File: src/rtl/ttt_pkg.sv
// Shared types and constants for the tic-tac-toe move judge: cell codes,
// judge states and the eight winning lines as triples of cell indices.
package ttt_pkg;

    localparam int NUM_CELLS = 9;

    typedef enum logic [1:0] {
        EMPTY = 2'b00,
        X     = 2'b01,
        O     = 2'b10
    } cell_t;

    typedef enum logic [1:0] {
        PLAY  = 2'd0,
        CHECK = 2'd1,
        OVER  = 2'd2
    } state_t;

    // Rows, then columns, then the two diagonals, row-major cell numbering.
    localparam logic [3:0] WIN_LINES [8][3] = '{
        '{4'd0, 4'd1, 4'd2},
        '{4'd3, 4'd4, 4'd5},
        '{4'd6, 4'd7, 4'd8},
        '{4'd0, 4'd3, 4'd6},
        '{4'd1, 4'd4, 4'd7},
        '{4'd2, 4'd5, 4'd8},
        '{4'd0, 4'd4, 4'd8},
        '{4'd2, 4'd4, 4'd6}
    };

    function automatic cell_t cell_of(input logic [17:0] brd, input int idx);
        return cell_t'(brd[2*idx +: 2]);
    endfunction

endpackage

File: src/rtl/ttt_line_check.sv
// Combinational three-in-a-row detector for a single player on a packed
// 18-bit board.
module ttt_line_check
    import ttt_pkg::*;
(
    input  logic [17:0] board,
    input  logic        player,
    output logic        hit
);

    cell_t w_code;

    assign w_code = player ? O : X;

    always_comb begin
        hit = 1'b0;
        for (int l = 0; l < 8; l++) begin
            if (cell_of(board, int'(WIN_LINES[l][0])) == w_code &&
                cell_of(board, int'(WIN_LINES[l][1])) == w_code &&
                cell_of(board, int'(WIN_LINES[l][2])) == w_code) begin
                hit = 1'b1;
            end
        end
    end

endmodule

File: src/rtl/ttt_move_judge.sv
// Tic-tac-toe referee: accepts one move per handshake, alternates players and
// emits exactly one win_x/win_o/draw pulse per game, two edges after the last move.
module ttt_move_judge
    import ttt_pkg::*;
#(
    parameter bit FIRST_PLAYER = 1'b0
) (
    input  logic        clk,
    input  logic        reset,
    input  logic        new_game,
    input  logic        move_valid,
    input  logic [3:0]  move_pos,
    output logic        move_ready,
    output logic [17:0] board,
    output logic        turn,
    output logic [3:0]  move_count,
    output logic        win_x,
    output logic        win_o,
    output logic        draw,
    output logic        game_over,
    output logic        illegal
);

    state_t      r_state;
    logic [17:0] r_board;
    logic        r_turn;
    logic [3:0]  r_move_count;
    logic        r_win_x;
    logic        r_win_o;
    logic        r_draw;
    logic        r_game_over;
    logic        r_illegal;

    logic        w_hit;
    logic        w_pos_ok;
    logic        w_target_empty;
    logic [1:0]  w_mark;

    ttt_line_check u_line_check (
        .board  (r_board),
        .player (r_turn),
        .hit    (w_hit)
    );

    assign w_pos_ok = (move_pos <= 4'd8);
    assign w_mark   = r_turn ? O : X;

    // Out-of-range positions never address the board, so the cell read is gated.
    always_comb begin
        w_target_empty = 1'b0;
        if (w_pos_ok) begin
            w_target_empty = (cell_of(r_board, int'(move_pos)) == EMPTY);
        end
    end

    always_ff @(posedge clk or negedge reset) begin
        if (!reset) begin
            r_state      <= PLAY;
            r_board      <= '0;
            r_turn       <= FIRST_PLAYER;
            r_move_count <= '0;
            r_win_x      <= 1'b0;
            r_win_o      <= 1'b0;
            r_draw       <= 1'b0;
            r_game_over  <= 1'b0;
            r_illegal    <= 1'b0;
        end else if (new_game) begin
            r_state      <= PLAY;
            r_board      <= '0;
            r_turn       <= FIRST_PLAYER;
            r_move_count <= '0;
            r_win_x      <= 1'b0;
            r_win_o      <= 1'b0;
            r_draw       <= 1'b0;
            r_game_over  <= 1'b0;
            r_illegal    <= 1'b0;
        end else begin
            r_win_x   <= 1'b0;
            r_win_o   <= 1'b0;
            r_draw    <= 1'b0;
            r_illegal <= 1'b0;
            case (r_state)
                PLAY: begin
                    if (move_valid) begin
                        if (w_target_empty) begin
                            r_board[2*int'(move_pos) +: 2] <= w_mark;
                            r_move_count                   <= r_move_count + 4'd1;
                            r_state                        <= CHECK;
                        end else begin
                            r_illegal <= 1'b1;
                        end
                    end
                end
                // Only the player who just moved can have completed a line.
                CHECK: begin
                    if (w_hit) begin
                        r_win_x     <= ~r_turn;
                        r_win_o     <= r_turn;
                        r_game_over <= 1'b1;
                        r_state     <= OVER;
                    end else if (r_move_count == 4'd9) begin
                        r_draw      <= 1'b1;
                        r_game_over <= 1'b1;
                        r_state     <= OVER;
                    end else begin
                        r_turn  <= ~r_turn;
                        r_state <= PLAY;
                    end
                end
                OVER: begin
                    r_game_over <= 1'b1;
                end
                default: begin
                    r_state <= PLAY;
                end
            endcase
        end
    end

    assign move_ready = (r_state == PLAY);
    assign board      = r_board;
    assign turn       = r_turn;
    assign move_count = r_move_count;
    assign win_x      = r_win_x;
    assign win_o      = r_win_o;
    assign draw       = r_draw;
    assign game_over  = r_game_over;
    assign illegal    = r_illegal;

endmodule

File: config.mk
export PLATFORM = sky130hd
export DESIGN_NAME = ttt_move_judge
export DESIGN_NICKNAME = d
export VERILOG_FILES = /design/src/rtl/ttt_pkg.sv /design/src/rtl/ttt_line_check.sv /design/src/rtl/ttt_move_judge.sv
export SDC_FILE = /design/constraint.sdc
export NUM_CORES = 1
export LEC_CHECK = 0
export BUFFER_PORTS_ARGS = -buffer_cell sky130_fd_sc_hd__buf_2
export CAP_MARGIN = 5
export CORE_ASPECT_RATIO = 0.6
export CORE_MARGIN = 2
export CORE_UTILIZATION = 55
export DETAILED_ROUTE_END_ITERATION = 8
export PLACE_DENSITY = 0.79
export SLEW_MARGIN = 15
export SYNTH_ARGS = -nofsm -noshare
export SYNTH_HDL_FRONTEND = slang
export SYNTH_SLANG_ARGS = --single-unit
export TNS_END_PERCENT = 20
File: constraint.sdc
create_clock -name clk -period 2.2 [get_ports clk]
set_clock_uncertainty 0.05 [all_clocks]
set_input_delay 0.44 -clock clk [delete_from_list [all_inputs] [get_ports clk]]
set_output_delay 0.44 -clock clk [all_outputs]
set_load 0.01 [all_outputs]
==> metrics.txt, run 1 <==
# TYPE chip_impl_metric gauge
chip_impl_metric{name="critPathArrivalTime",unit="ps"} 2220
chip_impl_metric{name="design.final.nets",unit=""} 285
chip_impl_metric{name="synthSimpleGateAreaFrac",unit="%"} 31.38
chip_impl_info{name="min_path_type",value="primary input to async pin"} 1
chip_impl_metric{name="synth_fa_ha_area_share",unit="%"} 3.750
chip_impl_metric{name="vdd_drop_max",unit="mV"} 0.3316
chip_impl_metric{name="ys.warnings.count",unit=""} 0
chip_impl_metric{name="synth-seq-area-share",unit="%"} 37.50
chip_impl_metric{name="setup_repair_bufs_after_cts",unit=""} 0
chip_impl_metric{name="place_area",unit="µm²"} 2360
chip_impl_metric{name="post_cts_resized",unit=""} 0
chip_impl_metric{name="syn_area",unit="µm²"} 2002
chip_impl_metric{name="level_count_of_the_clock_h_tree",unit=""} 2
chip_impl_info{name="crit_path_top_delay_cell",value="dfrtp_1"} 1
chip_impl_metric{name="die_x",unit="µm"} 81.89
chip_impl_metric{name="post_synth.cell_area_avg",unit="µm²"} 9.183
chip_impl_metric{name="postSynth.asyncResetShare",unit="%"} 100.0
chip_impl_metric{name="hpwlAfterDp",unit="mm"} 3.863
chip_impl_metric{name="synthCells",unit=""} 218
chip_impl_metric{name="timing.final.crit_share",unit="%"} 93.90
chip_impl_metric{name="core.rowCount",unit=""} 16
chip_impl_metric{name="slew_violations",unit=""} 0
chip_impl_metric{name="drt_iter0_markers",unit=""} 182
chip_impl_metric{name="syn-num-nets",unit=""} 232
chip_impl_info{name="run_status",value="complete, no violations"} 1
chip_impl_metric{name="timing.max_slew.rel_slack",unit="%"} 56.70
chip_impl_metric{name="core-area",unit="µm²"} 3363
chip_impl_metric{name="crit_path_max_incr_delay",unit="ps"} 430
chip_impl_metric{name="achievable-frequency",unit="MHz"} 484.1
chip_impl_metric{name="crit_path_max_fanout",unit=""} 5
chip_impl_metric{name="synth_mux_area_share",unit="%"} 7.187
chip_impl_info{name="startpoint_type",value="register"} 1
chip_impl_metric{name="count_of_flip_flops_with_a_built_in_enable_after_synthesis",unit=""} 0
chip_impl_metric{name="clock_sinks",unit=""} 30
chip_impl_metric{name="gp_congestion",unit=""} 0.8830
chip_impl_metric{name="final.hold.worst_slack",unit="ps"} 111.1
chip_impl_metric{name="route.antenna.remaining_nets",unit=""} 0
chip_impl_metric{name="drt-total-wl",unit="mm"} 5.103
chip_impl_metric{name="cts_made_buffers",unit=""} 5
chip_impl_metric{name="area.growth.synth_to_final",unit="%"} 22.62
chip_impl_metric{name="dr.pass1.iters",unit=""} 4
chip_impl_info{name="path_delay_family",value="simple AND/OR/NAND/NOR gates"} 1
chip_impl_metric{name="io_pins",unit=""} 37
chip_impl_metric{name="num_vias",unit=""} 1817
chip_impl_metric{name="timing.max_cap.violations",unit=""} 0
chip_impl_metric{name="power.static_leakage",unit="nW"} 1.097
chip_impl_info{name="critical_path.cell_chain",value="or3_1 > o311ai_2 > a32oi_4 > and2_4 > nor4_4 > mux2i_1"} 1
chip_impl_metric{name="layout_min_cycle_time",unit="ps"} 2066
chip_impl_metric{name="antenna_found_initial",unit=""} 0
chip_impl_metric{name="fp.dieArea",unit="µm²"} 4154
chip_impl_metric{name="total_power",unit="W"} 0.001255
chip_impl_metric{name="clockBufferDepth",unit=""} 2
chip_impl_metric{name="layout-drive-gt1-share",unit="%"} 30.88
chip_impl_metric{name="cts_hold_repair.buffers",unit=""} 0
chip_impl_metric{name="ys_seq_elements",unit=""} 30
chip_impl_metric{name="hold_violations",unit=""} 0
chip_impl_metric{name="wire_length_of_the_first_global_routing_pass",unit="mm"} 8.369
chip_impl_metric{name="final_cell_area",unit="µm²"} 2455
chip_impl_metric{name="final.setup.worst_slack",unit="ps"} 134.1
chip_impl_metric{name="final.fill_count",unit=""} 268
chip_impl_metric{name="starting_density_of_the_core",unit="%"} 59.52
chip_impl_metric{name="synth_compound_area_share",unit="%"} 14.50
chip_impl_metric{name="final_core_utilization",unit="%"} 72.99
chip_impl_info{name="critical_path_class",value="register to register"} 1
chip_impl_metric{name="wire_per_inst",unit="µm"} 16.10
chip_impl_metric{name="worst-path-buf-inv",unit=""} 0
chip_impl_metric{name="port_buffers",unit=""} 36
chip_impl_info{name="cts_tree",value="built"} 1
chip_impl_metric{name="synthXorXnorAreaFrac",unit="%"} 1.750
chip_impl_metric{name="report.final.setup_viol",unit=""} 0
chip_impl_info{name="end_kind",value="register"} 1
chip_impl_metric{name="antenna-diode-count",unit=""} 0
chip_impl_metric{name="power.density_cell_area",unit="nW/µm²"} 511.1
chip_impl_info{name="cts-root-buf",value="clkbuf_8"} 1
chip_impl_metric{name="global_route.usage.total",unit="%"} 27.76
chip_impl_metric{name="chipHeight",unit="µm"} 50.73
chip_impl_metric{name="post_synth_num_cell_types",unit=""} 45
chip_impl_info{name="synth-main-ff-cell",value="dfrtp_1"} 1
chip_impl_metric{name="worst_slew_pin_slew",unit="ps"} 649.5
chip_impl_metric{name="gr-total-overflow",unit=""} 0
chip_impl_metric{name="grt_max_degree",unit=""} 31
chip_impl_metric{name="clock_latency",unit="ps"} 290
chip_impl_metric{name="pre_cts_ws",unit="ps"} -77.66
chip_impl_info{name="synth_top_family_by_area",value="simple AND/OR/NAND/NOR gates"} 1
chip_impl_metric{name="clk_pin_slew",unit="ps"} 70
chip_impl_info{name="unrepaired_setup_endpoints_after_global_routing",value="no"} 1
chip_impl_metric{name="flip_flop_count_of_the_largest_register_after_layout",unit=""} 18
chip_impl_metric{name="detail_route.drc_violations",unit=""} 0
chip_impl_metric{name="grt_pass1_vias",unit=""} 1653
chip_impl_metric{name="timing.critical_path.required",unit="ps"} 2360
chip_impl_metric{name="detail_route.vias_per_cell",unit=""} 5.732
## cells in the mapped netlist (all sizes together) (3+ instances only)
cell type	n	area share, %
nor3	6	1.5
nand3	9	2.2
nor2b	3	0.94
nor4b	3	2.4
ha	6	3.7
o22ai	10	3.1
nand3b	5	1.9
o32ai	3	1.3
buf	3	0.75
and3	3	0.94
nand2b	22	6.9
or3b	4	1.7
mux2i	11	5.5
clkbuf	6	1.1
nand2	22	4.1
nor2	23	4.3
dfrtp	30	38
inv	11	2.1
o21ai	7	1.7
xnor2	3	1.3
a21oi	3	1.3
## through the flow
step                cells  setup TNS (ps)
global placement      309               0
CTS                   317               0
detailed placement    309          -350.7
floorplan             218               0
global route          317               0
finish                317               0
## per-layer routing
layer | global-route usage [%] | wire (µm) | part of all wire [%] | vias to the layer above
met3 | 8.094 | 561 | 11 | 5
met5 | 0 | 0 | 0 | -
met2 | 35.64 | 1999 | 39 | 89
met1 | 43.65 | 2489 | 49 | 847
li1 | - | - | - | 876
met4 | 9.167 | 52 | 1.0 | 0
## cells in the final DEF (no fill, tap or decap), types with 2 or more instances in the layout
master / count
a211oi_1: 2
a21oi_1: 2
a31oi_1: 2
and3_1: 3
buf_2: 36
buf_4: 19
clkbuf_8: 6
dfrtp_1: 30
ha_1: 6
inv_1: 10
mux2i_1: 11
nand2_1: 22
nand2b_1: 22
nand3_1: 8
nand3b_1: 5
nor2_1: 23
nor2b_1: 2
nor3_1: 6
nor4_4: 2
nor4b_4: 2
o21ai_0: 7
o21bai_1: 2
o22ai_1: 10
o2bb2ai_1: 2
o32ai_1: 3
or3b_2: 4
xnor2_1: 3
## layout make-up
cell class                 count  area, µm²  share of cell area (%)
tap                           45      56.30                   2.294
multi-input combinational    168       1189                   48.42
clock buffer                   6      82.58                   3.364
timing repair buffer          55      322.8                   13.15
inverter                      11      41.29                   1.682
sequential                    30      750.7                   30.58
clock inverter                 2      12.51                  0.5097
## power by group
| group | switching, W | internal (W) | total (W) | leakage, nW |
|---|---|---|---|---|
| Sequential | 0.00000861 | 0.000559 | 0.000567 | 0.417 |
| Clock | 0.000230 | 0.000251 | 0.000481 | 0.0472 |
| Combinational | 0.000125 | 0.0000818 | 0.000206 | 0.633 |
| Total | 0.000363 | 0.000892 | 0.00125 | 1.10 |
## path summary, 6_finish.rpt
path	slack [ps]	to	cells past startpoint	startpoint
worst min-delay path	110	move_count[1]$_DFFE_PN0P_	1	reset
worst max register to register	130	board[8]$_DFFE_PN0P_	6	board[10]$_DFFE_PN0P_
max in group asynchronous	1550	board[1]$_DFFE_PN0P_	1	reset
worst min register to register	490	game_over$_DFFE_PN0P_	2	game_over$_DFFE_PN0P_
min in group clk	490	game_over$_DFFE_PN0P_	2	game_over$_DFFE_PN0P_
worst max-delay path	130	board[8]$_DFFE_PN0P_	6	board[10]$_DFFE_PN0P_
## cell families (layout without fill, tap and decap cells)
logic type                 after synthesis  count (layout)
AOI/OAI and AO/OA                       37              37
xor gates and xnor gates                 4               4
adders and majority gates                6               6
buffers and inverters                   20              74
DFF                                     30              30
muxes                                   13              13
and+or+nand+nor                        108             108
No activity file was read; power rests on OpenSTA's default activity.
==> run 2: changes to the inputs <==
- CORE_UTILIZATION: 55 -> 58
- CTS_BUF_LIST: not set -> sky130_fd_sc_hd__clkbuf_2 sky130_fd_sc_hd__clkbuf_4 sky130_fd_sc_hd__clkbuf_8
- HOLD_SLACK_MARGIN: not set -> 0.1
- PLACE_DENSITY: 0.79 -> 0.83
==> run 2 against run 1 <==
Against the previous run: cell count is 0.63% lower; sequential power is essentially flat; sequential share of layout area is 0.40 points lower; core utilization increased by 2.8 points; wire length rose by 1.1%; critical endpoint is now board[12]$_DFFE_PN0P_; critical path depth unchanged; combinational power about the same; largest cell class unchanged; global-route usage rose by 0.70 points; setup slack got worse by 7.1 ps.
==> metrics.txt, run 2 (synthesis results as in run 1) <==
# TYPE chip_impl_metric gauge
chip_impl_metric{name="antenna-diode-count",unit=""} 0
chip_impl_metric{name="final.fill_count",unit=""} 226
chip_impl_metric{name="grt_pass1_vias",unit=""} 1657
chip_impl_metric{name="dr.pass1.iters",unit=""} 4
chip_impl_metric{name="timing.reg2reg.worst_path_depth",unit=""} 6
chip_impl_metric{name="power.static_leakage",unit="nW"} 1.112
chip_impl_info{name="path_delay_family",value="simple AND/OR/NAND/NOR gates"} 1
chip_impl_metric{name="flip_flop_count_of_the_largest_register_after_layout",unit=""} 18
chip_impl_info{name="crit_path_top_delay_cell",value="dfrtp_1"} 1
chip_impl_metric{name="total_power",unit="W"} 0.001466
chip_impl_metric{name="timing.max_slew.rel_slack",unit="%"} 55.70
chip_impl_metric{name="gp_congestion",unit=""} 0.9238
chip_impl_metric{name="die_x",unit="µm"} 79.85
chip_impl_metric{name="post_cts_resized",unit=""} 0
chip_impl_metric{name="layout_min_cycle_time",unit="ps"} 2073
chip_impl_metric{name="dpl.cell_count",unit=""} 307
chip_impl_metric{name="final_cell_area",unit="µm²"} 2487
chip_impl_metric{name="fp.dieArea",unit="µm²"} 3953
chip_impl_info{name="startpoint_type",value="register"} 1
chip_impl_metric{name="level_count_of_the_clock_h_tree",unit=""} 2
chip_impl_metric{name="layout-drive-gt1-share",unit="%"} 30.37
chip_impl_metric{name="fin_cells",unit=""} 315
chip_impl_metric{name="hpwlAfterDp",unit="mm"} 3.890
chip_impl_metric{name="core-area",unit="µm²"} 3283
chip_impl_metric{name="detail_route.drc_violations",unit=""} 0
chip_impl_metric{name="final_core_utilization",unit="%"} 75.76
chip_impl_info{name="cts-root-buf",value="clkbuf_8"} 1
chip_impl_metric{name="clockBufferDepth",unit=""} 2
chip_impl_metric{name="critPathArrivalTime",unit="ps"} 2220
chip_impl_metric{name="design.final.nets",unit=""} 283
chip_impl_info{name="r2r-end",value="board[12]$_DFFE_PN0P_"} 1
chip_impl_info{name="critical_path.cell_chain",value="or3_1 > o311ai_2 > a32oi_4 > and2_4 > nor4b_4 > mux2i_1"} 1
chip_impl_metric{name="wire_length_of_the_first_global_routing_pass",unit="mm"} 8.438
chip_impl_metric{name="vdd_drop_max",unit="mV"} 0.4816
chip_impl_info{name="critical_path_class",value="register to register"} 1
chip_impl_metric{name="num_vias",unit=""} 1845
chip_impl_info{name="end_kind",value="register"} 1
chip_impl_metric{name="wire_per_inst",unit="µm"} 16.38
chip_impl_metric{name="clk_pin_slew",unit="ps"} 70
chip_impl_metric{name="grt_max_degree",unit=""} 31
chip_impl_metric{name="cts_hold_repair.buffers",unit=""} 0
chip_impl_info{name="unrepaired_setup_endpoints_after_global_routing",value="no"} 1
chip_impl_metric{name="antenna_found_initial",unit=""} 0
chip_impl_metric{name="gr-total-overflow",unit=""} 0
chip_impl_metric{name="cts_made_buffers",unit=""} 5
chip_impl_metric{name="drt-total-wl",unit="mm"} 5.159
chip_impl_metric{name="fin_setup_tns",unit="ps"} 0
chip_impl_metric{name="hold_violations",unit=""} 0
chip_impl_metric{name="area.growth.synth_to_final",unit="%"} 24.25
chip_impl_info{name="min_path_type",value="primary input to async pin"} 1
chip_impl_metric{name="report.final.setup_viol",unit=""} 0
chip_impl_metric{name="reg2reg_setup_slack",unit="ps"} 130
chip_impl_metric{name="achievable-frequency",unit="MHz"} 482.4
chip_impl_metric{name="setup_repair_bufs_after_cts",unit=""} 0
chip_impl_info{name="cts_tree",value="built"} 1
chip_impl_metric{name="clock_sinks",unit=""} 30
chip_impl_metric{name="slew_violations",unit=""} 0
chip_impl_metric{name="worst_slew_pin_slew",unit="ps"} 664.5
chip_impl_info{name="layout_common_cells",value="buf_2 (36), dfrtp_1 (30), nor2_1 (23)"} 1
chip_impl_metric{name="chipHeight",unit="µm"} 49.51
chip_impl_metric{name="timing.final.crit_share",unit="%"} 94.23
chip_impl_metric{name="drt_iter0_markers",unit=""} 148
chip_impl_metric{name="io_pins",unit=""} 37
chip_impl_metric{name="place_area",unit="µm²"} 2345
chip_impl_metric{name="worst-path-buf-inv",unit=""} 0
chip_impl_metric{name="crit_path_max_incr_delay",unit="ps"} 440
chip_impl_metric{name="starting_density_of_the_core",unit="%"} 60.98
chip_impl_metric{name="clock_latency",unit="ps"} 280
chip_impl_info{name="run_status",value="complete, no violations"} 1
chip_impl_metric{name="global_route.usage.total",unit="%"} 28.46
chip_impl_info{name="worstReg2RegStart",value="board[10]$_DFFE_PN0P_"} 1
chip_impl_metric{name="core.rowCount",unit=""} 16
chip_impl_metric{name="timing.critical_path.required",unit="ps"} 2350
chip_impl_info{name="most_common_cell_after_layout_fill_and_taps_aside",value="buf_2"} 1
chip_impl_metric{name="port_buffers",unit=""} 36
chip_impl_metric{name="crit_path_max_fanout",unit=""} 5
chip_impl_metric{name="power.density_cell_area",unit="nW/µm²"} 589.4
chip_impl_metric{name="detail_route.vias_per_cell",unit=""} 5.857
chip_impl_metric{name="timing.max_cap.violations",unit=""} 0
chip_impl_metric{name="route.antenna.remaining_nets",unit=""} 0
run 2: cell types whose count changed in the layout (fill, tap and decap cells not counted):
| cell | previous run | this run |
|---|---|---|
| buf_4 | 19 | 17 |
| bufinv_16 | 0 | 2 |
| clkinv_2 | 1 | 0 |
| clkinvlp_4 | 1 | 0 |
run 2: routing by layer:
| metal | vias to the layer above | wire [µm] | GRT usage (%) |
|---|---|---|---|
| met5 | - | 0 | 0 |
| met4 | 0 | 20 | 5.085 |
| met3 | 5 | 515 | 7.326 |
| met2 | 78 | 2213 | 40.20 |
| met1 | 883 | 2409 | 44.55 |
| li1 | 879 | - | - |
run 2: how the worst max path moves through the flow:
stage	to	slack [ps]	start	cells past startpoint
after CTS	board[5]$_DFFE_PN0P_	120	board[10]$_DFFE_PN0P_	6
after floorplan	board[12]$_DFFE_PN0P_	10	move_pos[0]	9
after global routing	r_state[1]$_DFFE_PN0P_	9	board[9]$_DFFE_PN0P_	6
final	board[12]$_DFFE_PN0P_	130	board[10]$_DFFE_PN0P_	6
after global placement	board[13]$_DFFE_PN0P_	-20	move_pos[0]	9
after detailed placement	move_count[3]$_DFFE_PN0P_	-40	move_pos[1]	7
run 2: final cells by class:
type	count	area (µm²)	area share (%)
Clock buffer	6	82.58	3.320
Clock inverter	2	60.06	2.414
Inverter	11	41.29	1.660
Multi-Input combinational cell	168	1189	47.79
Sequential cell	30	750.7	30.18
Tap cell	45	56.30	2.264
Timing Repair Buffer	53	307.8	12.37
run 2: metrics by stage:
stage / hold slack, ps / worst slack (ps)
after floorplan: 94.41 / 14.31
after global placement: 455.5 / -16.39
after detailed placement: 457.2 / -40.66
after CTS: 155.9 / 123.9
after global routing: 191.1 / 9.190
final: 136.9 / 127.0
run 2: power by group:
part | switching, W | leakage [nW] | internal, W
Sequential | 0.00000948 | 0.417 | 0.000559
Combinational | 0.000125 | 0.623 | 0.0000806
Clock | 0.000209 | 0.0714 | 0.000483
Total | 0.000344 | 1.11 | 0.00112
==> run 3: changes to the inputs <==
- PLACE_DENSITY: 0.83 -> 0.87
==> run 3 against run 2 <==
Against the previous run: combinational power about the same; count of clock-buffer cells in the layout did not move; critical path depth stayed put; largest cell class unchanged.
==> metrics.txt, run 3 (synthesis results as in run 1) <==
# TYPE chip_impl_metric gauge
chip_impl_info{name="run_status",value="complete, no violations"} 1
chip_impl_info{name="critical_path_class",value="register to register"} 1
chip_impl_metric{name="final.fill_count",unit=""} 250
chip_impl_metric{name="die_x",unit="µm"} 79.85
chip_impl_metric{name="grt_pass1_vias",unit=""} 1635
chip_impl_metric{name="chipHeight",unit="µm"} 49.51
chip_impl_info{name="crit_path_top_delay_cell",value="dfrtp_1"} 1
chip_impl_metric{name="final.setup.worst_slack",unit="ps"} 84.63
chip_impl_metric{name="power.static_leakage",unit="nW"} 1.084
chip_impl_metric{name="clock_sinks",unit=""} 30
chip_impl_metric{name="detail_route.drc_violations",unit=""} 0
chip_impl_info{name="end_kind",value="register"} 1
chip_impl_metric{name="achievable-frequency",unit="MHz"} 472.7
chip_impl_metric{name="hold_violations",unit=""} 0
chip_impl_info{name="cts-root-buf",value="clkbuf_8"} 1
chip_impl_metric{name="timing.max_slew.rel_slack",unit="%"} 55.40
chip_impl_info{name="most_common_cell_after_layout_fill_and_taps_aside",value="buf_2"} 1
chip_impl_metric{name="crit_path_max_incr_delay",unit="ps"} 420
chip_impl_metric{name="hpwlAfterDp",unit="mm"} 4.040
chip_impl_metric{name="clock_latency",unit="ps"} 290
chip_impl_metric{name="timing.critical_path.required",unit="ps"} 2340
chip_impl_metric{name="layout_min_cycle_time",unit="ps"} 2115
chip_impl_metric{name="area.growth.synth_to_final",unit="%"} 22.00
chip_impl_metric{name="place_area",unit="µm²"} 2345
chip_impl_metric{name="report.final.setup_viol",unit=""} 0
chip_impl_metric{name="port_buffers",unit=""} 36
chip_impl_metric{name="drt-total-wl",unit="mm"} 5.513
chip_impl_metric{name="pre_cts_ws",unit="ps"} -76.49
chip_impl_metric{name="clockBufferDepth",unit=""} 2
chip_impl_metric{name="cts_hold_repair.buffers",unit=""} 0
chip_impl_metric{name="drt_iter0_markers",unit=""} 158
chip_impl_info{name="layout_common_cells",value="buf_2 (36), dfrtp_1 (28), nor2_1 (23)"} 1
chip_impl_metric{name="gr-total-overflow",unit=""} 0
chip_impl_metric{name="power.density_cell_area",unit="nW/µm²"} 510.6
chip_impl_metric{name="vdd_drop_max",unit="mV"} 0.3281
chip_impl_metric{name="flip_flop_count_of_the_largest_register_after_layout",unit=""} 18
chip_impl_info{name="unrepaired_setup_endpoints_after_global_routing",value="no"} 1
chip_impl_metric{name="wire_length_of_the_first_global_routing_pass",unit="mm"} 8.776
chip_impl_metric{name="num_vias",unit=""} 1883
chip_impl_info{name="min_path_type",value="primary input to async pin"} 1
chip_impl_metric{name="grt_max_degree",unit=""} 31
chip_impl_metric{name="antenna_found_initial",unit=""} 1
chip_impl_metric{name="dr.pass1.iters",unit=""} 4
chip_impl_metric{name="route.antenna.remaining_nets",unit=""} 0
chip_impl_metric{name="global_route.usage.total",unit="%"} 30.37
chip_impl_metric{name="crit_path_max_fanout",unit=""} 5
chip_impl_info{name="critical_path.cell_chain",value="or3_1 > o311ai_2 > a32oi_4 > and2_4 > nor4b_4 > mux2i_1"} 1
chip_impl_info{name="startpoint_type",value="register"} 1
chip_impl_metric{name="final_core_utilization",unit="%"} 74.39
chip_impl_metric{name="clk_pin_slew",unit="ps"} 70
chip_impl_metric{name="final_cell_area",unit="µm²"} 2442
chip_impl_metric{name="slew_violations",unit=""} 0
chip_impl_metric{name="core-area",unit="µm²"} 3283
chip_impl_metric{name="reg2reg_setup_slack",unit="ps"} 80
chip_impl_info{name="cts_tree",value="built"} 1
chip_impl_metric{name="fp.dieArea",unit="µm²"} 3953
chip_impl_metric{name="level_count_of_the_clock_h_tree",unit=""} 2
chip_impl_metric{name="antenna-diode-count",unit=""} 0
chip_impl_metric{name="cts_made_buffers",unit=""} 5
chip_impl_metric{name="io_pins",unit=""} 37
chip_impl_metric{name="critPathArrivalTime",unit="ps"} 2260
chip_impl_metric{name="setup_repair_bufs_after_cts",unit=""} 0
chip_impl_metric{name="wire_per_inst",unit="µm"} 17.50
chip_impl_metric{name="layout-drive-gt1-share",unit="%"} 31.11
chip_impl_metric{name="worst_slew_pin_slew",unit="ps"} 668.9
chip_impl_metric{name="starting_density_of_the_core",unit="%"} 60.98
chip_impl_metric{name="timing.max_cap.violations",unit=""} 0
chip_impl_metric{name="gp_congestion",unit=""} 0.9089
chip_impl_metric{name="detail_route.vias_per_cell",unit=""} 5.978
chip_impl_metric{name="timing.final.crit_share",unit="%"} 96.15
chip_impl_metric{name="design.final.nets",unit=""} 283
chip_impl_metric{name="core.rowCount",unit=""} 16
-- run 3: worst paths after layout --
check	depth (start not counted)	start	endpoint
max	6	board[10]$_DFFE_PN0P_	board[12]$_DFFE_PN0P_
min	1	reset	board[14]$_DFFE_PN0P_
max reg2reg	6	board[10]$_DFFE_PN0P_	board[12]$_DFFE_PN0P_
min reg2reg	2	game_over$_DFFE_PN0P_	game_over$_DFFE_PN0P_
max in group asynchronous	1	reset	board[13]$_DFFE_PN0P_
min in group clk	2	game_over$_DFFE_PN0P_	game_over$_DFFE_PN0P_
-- run 3: power by group --
group | switching [W] | leakage [nW] | internal (W)
registers | 0.00000866 | 0.414 | 0.000559
clock network | 0.000221 | 0.0472 | 0.000251
logic | 0.000128 | 0.623 | 0.0000795
total | 0.000358 | 1.08 | 0.000889
-- run 3: cell type report --
class | count | area, µm² | share of cell area, %
Inverter | 11 | 41.29 | 1.691
Clock buffer | 6 | 82.58 | 3.381
Multi-Input combinational cell | 168 | 1189 | 48.67
Tap cell | 45 | 56.30 | 2.305
Clock inverter | 2 | 12.51 | 0.5123
Sequential cell | 30 | 753.2 | 30.84
Timing Repair Buffer | 53 | 307.8 | 12.60
-- run 3: layer usage --
layer	vias to the layer above	GRT usage (%)	share of wire, %
li1	878	-	-
met1	892	48.45	48
met2	98	37.68	40
met3	13	10.99	11
met4	2	8.757	1.3
met5	-	0	0.24
-- run 3: metrics by stage --
stage / cells / setup TNS, ps / hold WS (ps) / power [W]
finish: 315 / 0 / 136.1 / 0.001247
global route: 315 / 0 / 189.0 / 0.001295
CTS: 315 / 0 / 149.5 / 0.001244
detailed placement: 307 / -280.5 / 460.1 / 0.0007793
global placement: 307 / 0 / 455.3 / 0.0007734
floorplan: 218 / 0 / 94.41 / 0.0006993
-- run 3: what timing repair did --
action	CTS	global route
endpoints found under the setup margin	0	3
endpoints found under the hold margin	0	0
gates resized for setup	0	2
-- run 3: worst max-delay path: cells and delay by family, from the launching register on --
kind / cells / cell delay [ps]
AO/OA/AOI/OAI: 2 / 350
flip-flops: 1 / 420
multiplexers: 1 / 270
AND/OR/NAND/NOR: 3 / 930
